<file path="src/rtl/hazard_stall_ctrl.sv">
// Pipeline hazard controller: load-use, taken-branch squash and multiply/divide
// occupancy stalls, plus a saturating stall-cycle counter.
module hazard_stall_ctrl #(
    parameter int unsigned MULT_CYCLES = 4,
    parameter int unsigned DIV_CYCLES  = 32,
    parameter int unsigned CNT_W       = 6
) (
    input  logic        clk,
    input  logic        reset,
    input  logic [4:0]  ID_rs,
    input  logic [4:0]  ID_rt,
    input  logic        ID_uses_rs,
    input  logic        ID_uses_rt,
    input  logic        ID_Jump,
    input  logic        ID_MD_start,
    input  logic        ID_MD_is_div,
    input  logic        ID_MD_read,
    input  logic        EX_MemRead,
    input  logic [4:0]  EX_rt,
    input  logic        EX_Branch_taken,
    output logic        PC_wr_en,
    output logic        IF_ID_wr_en,
    output logic        IF_ID_flush,
    output logic        ID_EX_flush,
    output logic        MD_busy,
    output logic        MD_done,
    output logic [15:0] stall_count
);

    localparam int unsigned STALL_W = 16;
    localparam logic [CNT_W-1:0]   MULT_LOAD = CNT_W'(MULT_CYCLES - 1);
    localparam logic [CNT_W-1:0]   DIV_LOAD  = CNT_W'(DIV_CYCLES - 1);
    localparam logic [STALL_W-1:0] STALL_MAX = '1;

    typedef enum logic {
        RUN  = 1'b0,
        BUSY = 1'b1
    } state_e;

    state_e             state_q, state_d;
    logic [CNT_W-1:0]   cnt_q, cnt_d;
    logic               md_busy_q, md_done_q, md_done_d;
    logic [STALL_W-1:0] stall_cnt_q, stall_cnt_d;
    logic               load_use, md_haz, md_accept;

    // Hazard detection against the instruction currently in ID
    always_comb begin
        load_use = EX_MemRead && (EX_rt != 5'd0) &&
                   ((ID_uses_rs && (EX_rt == ID_rs)) ||
                    (ID_uses_rt && (EX_rt == ID_rt)));
        md_haz   = (state_q == BUSY) && (ID_MD_read || ID_MD_start);
        // A squashed ID instruction must not start the unit
        md_accept = ID_MD_start && !EX_Branch_taken && !load_use;
    end

    // Pipeline control, zero latency, priority branch > load-use > md > jump
    always_comb begin
        PC_wr_en    = 1'b1;
        IF_ID_wr_en = 1'b1;
        IF_ID_flush = 1'b0;
        ID_EX_flush = 1'b0;
        if (!reset) begin
            PC_wr_en    = 1'b0;
            IF_ID_wr_en = 1'b0;
            IF_ID_flush = 1'b1;
            ID_EX_flush = 1'b1;
        end else if (EX_Branch_taken) begin
            IF_ID_flush = 1'b1;
            ID_EX_flush = 1'b1;
        end else if (load_use || md_haz) begin
            PC_wr_en    = 1'b0;
            IF_ID_wr_en = 1'b0;
            ID_EX_flush = 1'b1;
        end else if (ID_Jump) begin
            IF_ID_flush = 1'b1;
        end
    end

    // Multiply/divide occupancy next-state
    always_comb begin
        state_d   = state_q;
        cnt_d     = cnt_q;
        md_done_d = 1'b0;
        case (state_q)
            RUN: begin
                if (md_accept) begin
                    state_d = BUSY;
                    cnt_d   = ID_MD_is_div ? DIV_LOAD : MULT_LOAD;
                end
            end
            BUSY: begin
                if (cnt_q == '0) begin
                    state_d   = RUN;
                    md_done_d = 1'b1;
                end else begin
                    cnt_d = cnt_q - CNT_W'(1);
                end
            end
            default: state_d = RUN;
        endcase
    end

    always_comb begin
        stall_cnt_d = stall_cnt_q;
        if (!PC_wr_en && (stall_cnt_q != STALL_MAX)) begin
            stall_cnt_d = stall_cnt_q + STALL_W'(1);
        end
    end

    always_ff @(posedge clk or negedge reset) begin
        if (!reset) begin
            state_q     <= RUN;
            cnt_q       <= '0;
            md_busy_q   <= 1'b0;
            md_done_q   <= 1'b0;
            stall_cnt_q <= '0;
        end else begin
            state_q     <= state_d;
            cnt_q       <= cnt_d;
            md_busy_q   <= (state_d == BUSY);
            md_done_q   <= md_done_d;
            stall_cnt_q <= stall_cnt_d;
        end
    end

    assign MD_busy     = md_busy_q;
    assign MD_done     = md_done_q;
    assign stall_count = stall_cnt_q;

endmodule

</file>
<file path="config.mk">
export PLATFORM = sky130hd
export DESIGN_NAME = hazard_stall_ctrl
export DESIGN_NICKNAME = d
export VERILOG_FILES = /design/src/rtl/hazard_stall_ctrl.sv
export SDC_FILE = /design/constraint.sdc
export NUM_CORES = 1
export LEC_CHECK = 0
export ABC_AREA = 1
export CAP_MARGIN = 20
export CORE_MARGIN = 3
export CORE_UTILIZATION = 46
export CTS_CLUSTER_DIAMETER = 50
export CTS_CLUSTER_SIZE = 14
export DETAILED_ROUTE_END_ITERATION = 8
export PLACE_DENSITY = 0.79
export SLEW_MARGIN = 40
export SYNTH_ARGS = -nofsm -noshare
export SYNTH_HDL_FRONTEND = slang
export SYNTH_SLANG_ARGS = --single-unit
</file>
<file path="constraint.sdc">
create_clock -name clk -period 2.12 [get_ports clk]
set_input_delay 0.424 -clock clk [delete_from_list [all_inputs] [get_ports clk]]
set_output_delay 0.424 -clock clk [all_outputs]
set_load 0.01 [all_outputs]
</file>
* After elaboration in Yosys (flattened, before gate mapping)
Index checks and enable logic that the tools add are counted.
** Operators by class
- $add $sub $neg :: 2
- Equal/unequal tests :: 5
- Muxes and demuxes :: 19
- Bitwise operators :: 1
- Reductions and logical operators :: 17
** Operators with widths (number)
- 16-bit by 1-bit adder with 16-bit output, second input constant :: 1
- 16-bit != test, second input constant :: 1
- 1-bit two-way mux :: 14
- 6-bit two-way mux :: 2
- 6-bit case mux with 2 select lines :: 1
- 5-bit equality test :: 2
- 1-bit logical AND :: 8
- 6-bit zero test :: 1
- 6-bit by 1-bit subtractor with 6-bit output, second input constant :: 1
- 5-bit two-way mux :: 1
- 5-bit nonzero test :: 1
- 2-bit != test, second input constant :: 2
- 1-bit zero test :: 3
- 1-bit logical OR :: 3
- 1-bit case mux with 2 select lines :: 1
- 2-bit AND reduction :: 1
- 1-bit NOT :: 1
** Storage, ports and cells
- Bits in registers :: 24
- Input bits :: 25
- Output and inout port bits :: 22
- Word-level logic and storage cells :: 48

* Longest topological paths before layout
- Depth after elaboration :: 10
- Gate-level depth with buffers :: 14
- Depth with buffers taken out :: 13

* Worst setup path after synthesis
Ideal clock, no wire load.
- Path type :: input to output
- Start point :: in EX_rt[3]
- End point :: out PC_wr_en
- Arrival :: 1.432 ns
- Data required time :: 1.696 ns
- Path slack :: 0.264 ns
- Stages on the path :: 11
- Buffers on the path :: 2
- Cell sequence :: inv_1 > nand4_1 > o21ai_0 > inv_1 > nand2_2 > nand2_1 > nand2_2 > nand2_4 > buf_6 > inv_1 > buf_4
** On the way
- Cells in the longest elaborated chain, start to end :: 8
- Elaborated cells on any way between the ends :: 12
- Classes of those cells :: eq/ne: 2; mux: 3; reduce/logical: 7
** RTL lines
- from (decl) :: line 19 : input logic [4:0] EX_rt,
- 5-bit equality test (on tied branches) :: line 49, 50
- 1-bit logical AND (on tied branches) :: line 49, 50
- 1-bit logical OR :: line 49 : ((ID_uses_rs && (EX_rt == ID_rs)) ||
- 1-bit logical AND * :: line 48 : load_use = EX_MemRead && (EX_rt != 5'd0) &&
- 1-bit logical OR * :: line 70 : end else if (load_use || md_haz) begin
- 1-bit two-way mux * (3 in series)
- to (decl) :: line 21 : output logic PC_wr_en,
Every way passes the cells marked *; elsewhere a longest branch is shown, timed or not.

* Final worst setup path
- Start point :: in ID_uses_rs
- End point :: out ID_EX_flush
** On the way
- Cells in the longest elaborated chain, start to end :: 7
** RTL lines
- from (decl) :: line 12 : input logic ID_uses_rs,
- 1-bit logical AND :: line 49
- 1-bit logical OR :: line 49
- 1-bit logical AND :: line 48
- 1-bit logical OR :: line 70
- 1-bit two-way mux :: line 70
- 1-bit two-way mux :: line 67 : end else if (EX_Branch_taken) begin
- 1-bit two-way mux :: line 62 : if (!reset) begin
- to (decl) :: line 24 : output logic ID_EX_flush,
No other way between the ends.

==> out/summary.md <==
* **period utilisation layout** 94.8%
* **Post-Synthesis Net Count** 284
* **number of rows created at floorplan** 21
* **GRT overflow** 0
* **area share of the largest cell type after synthesis** 35.6%
* **end point of the most critical hold path** cnt_q[1]
* **final critical path time including I/O delays and setup** 2.01 ns
* **PnR worst setup slack** 0.111 ns
* **number of synthesized register bits** 24
* **Critical Setup Path Class** input port to primary output
* **Detailed Routing Iterations Pass 1** 4
* **worst clock skew on the final layout** 0.00967 ns
* **Area Overhead vs Synth** 36.3%
* **clock tree from TritonCTS** done
* **via count normalized by instance count** 4.76
* **antenna violations before repair** 0
* **critical path launch point type** input port
* **post-route antenna net violation count** 0
* **Register-to-Register Setup Slack** 0.34 ns
* **count of warnings emitted by yosys** 0
* **largest area contributor in the synthesized netlist** dfrtp_1
* **share of the core filled with cells** 66.8%
* **CP endpoint kind** primary output
* **clock root cell** clkbuf_8
* **buffer depth of the longest clock path** 2
* **leading post-synthesis cells by cell area** dfrtp_1, nand2_1, inv_1
* **number of DRC markers after the initial detailed-route iteration** 61
* **CTS Hold Bufs** 0
* **Setup TNS Final** 0 ns
* **achievable frequency** 498 MHz
* **data arrival time of the worst path** 1.58 ns
* **Static Leakage** 1.24 nW
* **R2R depth** 10
* **total wire length** 3900 um
* **portion of the post-synthesis area used by sequential elements** 35.6%
* **ratio of cells with drive above 1 in the final layout** 11.3%
* **commonest cells after routing, fill and taps aside** nand2_1, inv_1, nand3_1, clkdlybuf4s50_1, dfrtp_1
* **layout filler cell count** 310
* **multi-input gate area in the final layout** 907 sq um
* **weighted congestion reported at the end of routability-driven placement** 0.847
* **vias in the first global route** 1590
* **flip-flop and latch area** 601 sq um
* **endpoints failing hold** 0
* **Power, Total** 1.31 mW
* **status** finished clean
* **Setup Viol. Count Final** 0
* **worst relative slew slack** 77.6%
* **width of the die** 66.6 um
* **global-route wire length before repair** 6640 um
* **Post-Synthesis Mean Instance Area** 6.56 sq um
* **Top Ports** 47
* **largest net degree at the start of global routing** 23
* **Max FO, Critical Path** 4
* **detailed-route via count** 1700
* **Num CTS Buffers** 3
* **number of standard cells after synthesis** 257
* **final routed wire length divided by cell count** 10.9 um
* **pwr dens** 569 mW/mm^2
* **Final Max Slew Viols** 0
* **number of antenna repair diodes** 0
* **placement-stage worst setup slack** -0.519 ns
* **number of maximum-capacitance constraint violations** 0
* **worst-skew pair later-pin latency** 0.26 ns
* **area of the die** 0.00443 sq mm
* **count of different cell masters after synthesis** 26
* **DRC** 0
* **overall die height** 66.6 um
* **H-tree levels** 1
* **cell area after technology mapping** 0.00169 sq mm
* **reg-to-reg critical path startpoint** stall_count[0]
* **core area** 0.00344 sq mm
* **transition time at the pin with the least slew margin** 0.332 ns
* **total number of clock tree sinks** 24
* **unrepaired setup endpoints after global routing** no
* **endpoint required time on the critical path** 1.70 ns
* **number of buffer cells added on primary ports** 46
* **hold path depth** 2
* **endpoint of the most critical register-to-register path** stall_count[9]
* **Max IR drop VDD** 264 uV
* **commonest non-fill, non-tap cell in the layout** nand2_1
* **Hold Crit Class** flip-flop to flip-flop
* **Post-layout nets** 339
* **startpoint of the worst hold path** cnt_q[1]
* **clock edge transition at the registers on the reported setup and hold paths** 0.08 ns
* **Detail Placement HPWL** 3030 um
* **GR Util All Layers** 18.9%
* **initial core utilization** 49.0%
==> state kept, by name, summed over array words and instances (netlist names) <==
name	cells
cnt_q	6
MD_done	1
MD_busy	1
stall_count	16
==> cell usage after synthesis <==
library cell  instances
buf_2                 1
nand4_2               1
inv_1                35
xor2_1                7
nand3_1              26
or3_1                 1
nand2_1             110
nand2_2               4
nor3_2                2
nand2_4               1
buf_6                 3
nand4_1               3
o22ai_1               1
nor2_1               17
nor4_1                2
xnor2_1               4
dfrtp_1              24
nor2_4                1
nor3_1                2
nand3b_1              1
nor2_2                2
buf_4                 1
ha_1                  2
o21ai_0               3
clkbuf_1              1
inv_2                 2
==> how the worst max path moves through the flow <==
stage | start | end | slack [ns] | cells past startpoint
6_report | ID_uses_rs | ID_EX_flush | 0.11 | 8
3_5_place_dp | EX_rt[4] | IF_ID_wr_en | -0.52 | 13
5_1_grt | EX_rt[2] | IF_ID_wr_en | 0.0007 | 13
2_1_floorplan | EX_rt[3] | PC_wr_en | 0.26 | 11
3_3_place_gp | EX_rt[4] | IF_ID_wr_en | -0.48 | 13
4_1_cts | ID_rs[3] | ID_EX_flush | 0.02 | 9
==> layer usage <==
metal  global-route usage (%)  wire length [um]  up-vias
li1                         -                 -      899
met1                     23.6              1730      769
met2                     33.7              1950       30
met3                     3.37               189        2
met4                     4.06                24        0
met5                        0                 0        -
==> stage by stage <==
step	area, sq um	instances	hold slack [ns]
global route	2300	357	0.539
global placement	2220	352	0.456
detailed placement	2220	352	0.476
floorplan	1690	257	0.128
finish	2300	357	0.495
CTS	2280	357	0.500
==> critical path, stage by stage <==
cell             delay, ns
clkdlybuf4s50_1       0.45
nand2_1               0.05
nor2_1                0.08
nand3_1               0.07
nand2_1               0.07
nand2_2               0.07
nand4_1               0.07
dlygate4sd2_1         0.29
==> what timing repair did <==
action                                 4_1_cts  5_1_grt
setup endpoints to repair                    4       14
resized for setup                           32        9
cloned                                       0        0
pin swaps                                    9        5
endpoints found under the hold margin        0        0
buffers inserted                             1        0
==> where the power goes <==
part	switching (mW)	internal, mW
clock network	0.145	0.252
registers	0.0572	0.503
logic	0.160	0.190
total	0.363	0.945
==> kinds of logic after synthesis <==
family | share of synthesized area, %
and+or+nand+nor | 44.7
adders and majority gates | 1.48
AOI/OAI and AO/OA | 1.26
DFF | 35.6
xor gates and xnor gates | 5.71
buffers and inverters | 11.2
==> area by class of cell <==
cell class | instances | share of cell area, %
multi-input cells | 190 | 39.5
inverters | 37 | 6.15
well taps | 46 | 2.50
clock inverters | 1 | 1.31
repair buffers | 56 | 22.6
clock buffers | 3 | 1.80
flip-flops and latches | 24 | 26.1
No activity file was read; power rests on OpenSTA's default activity.
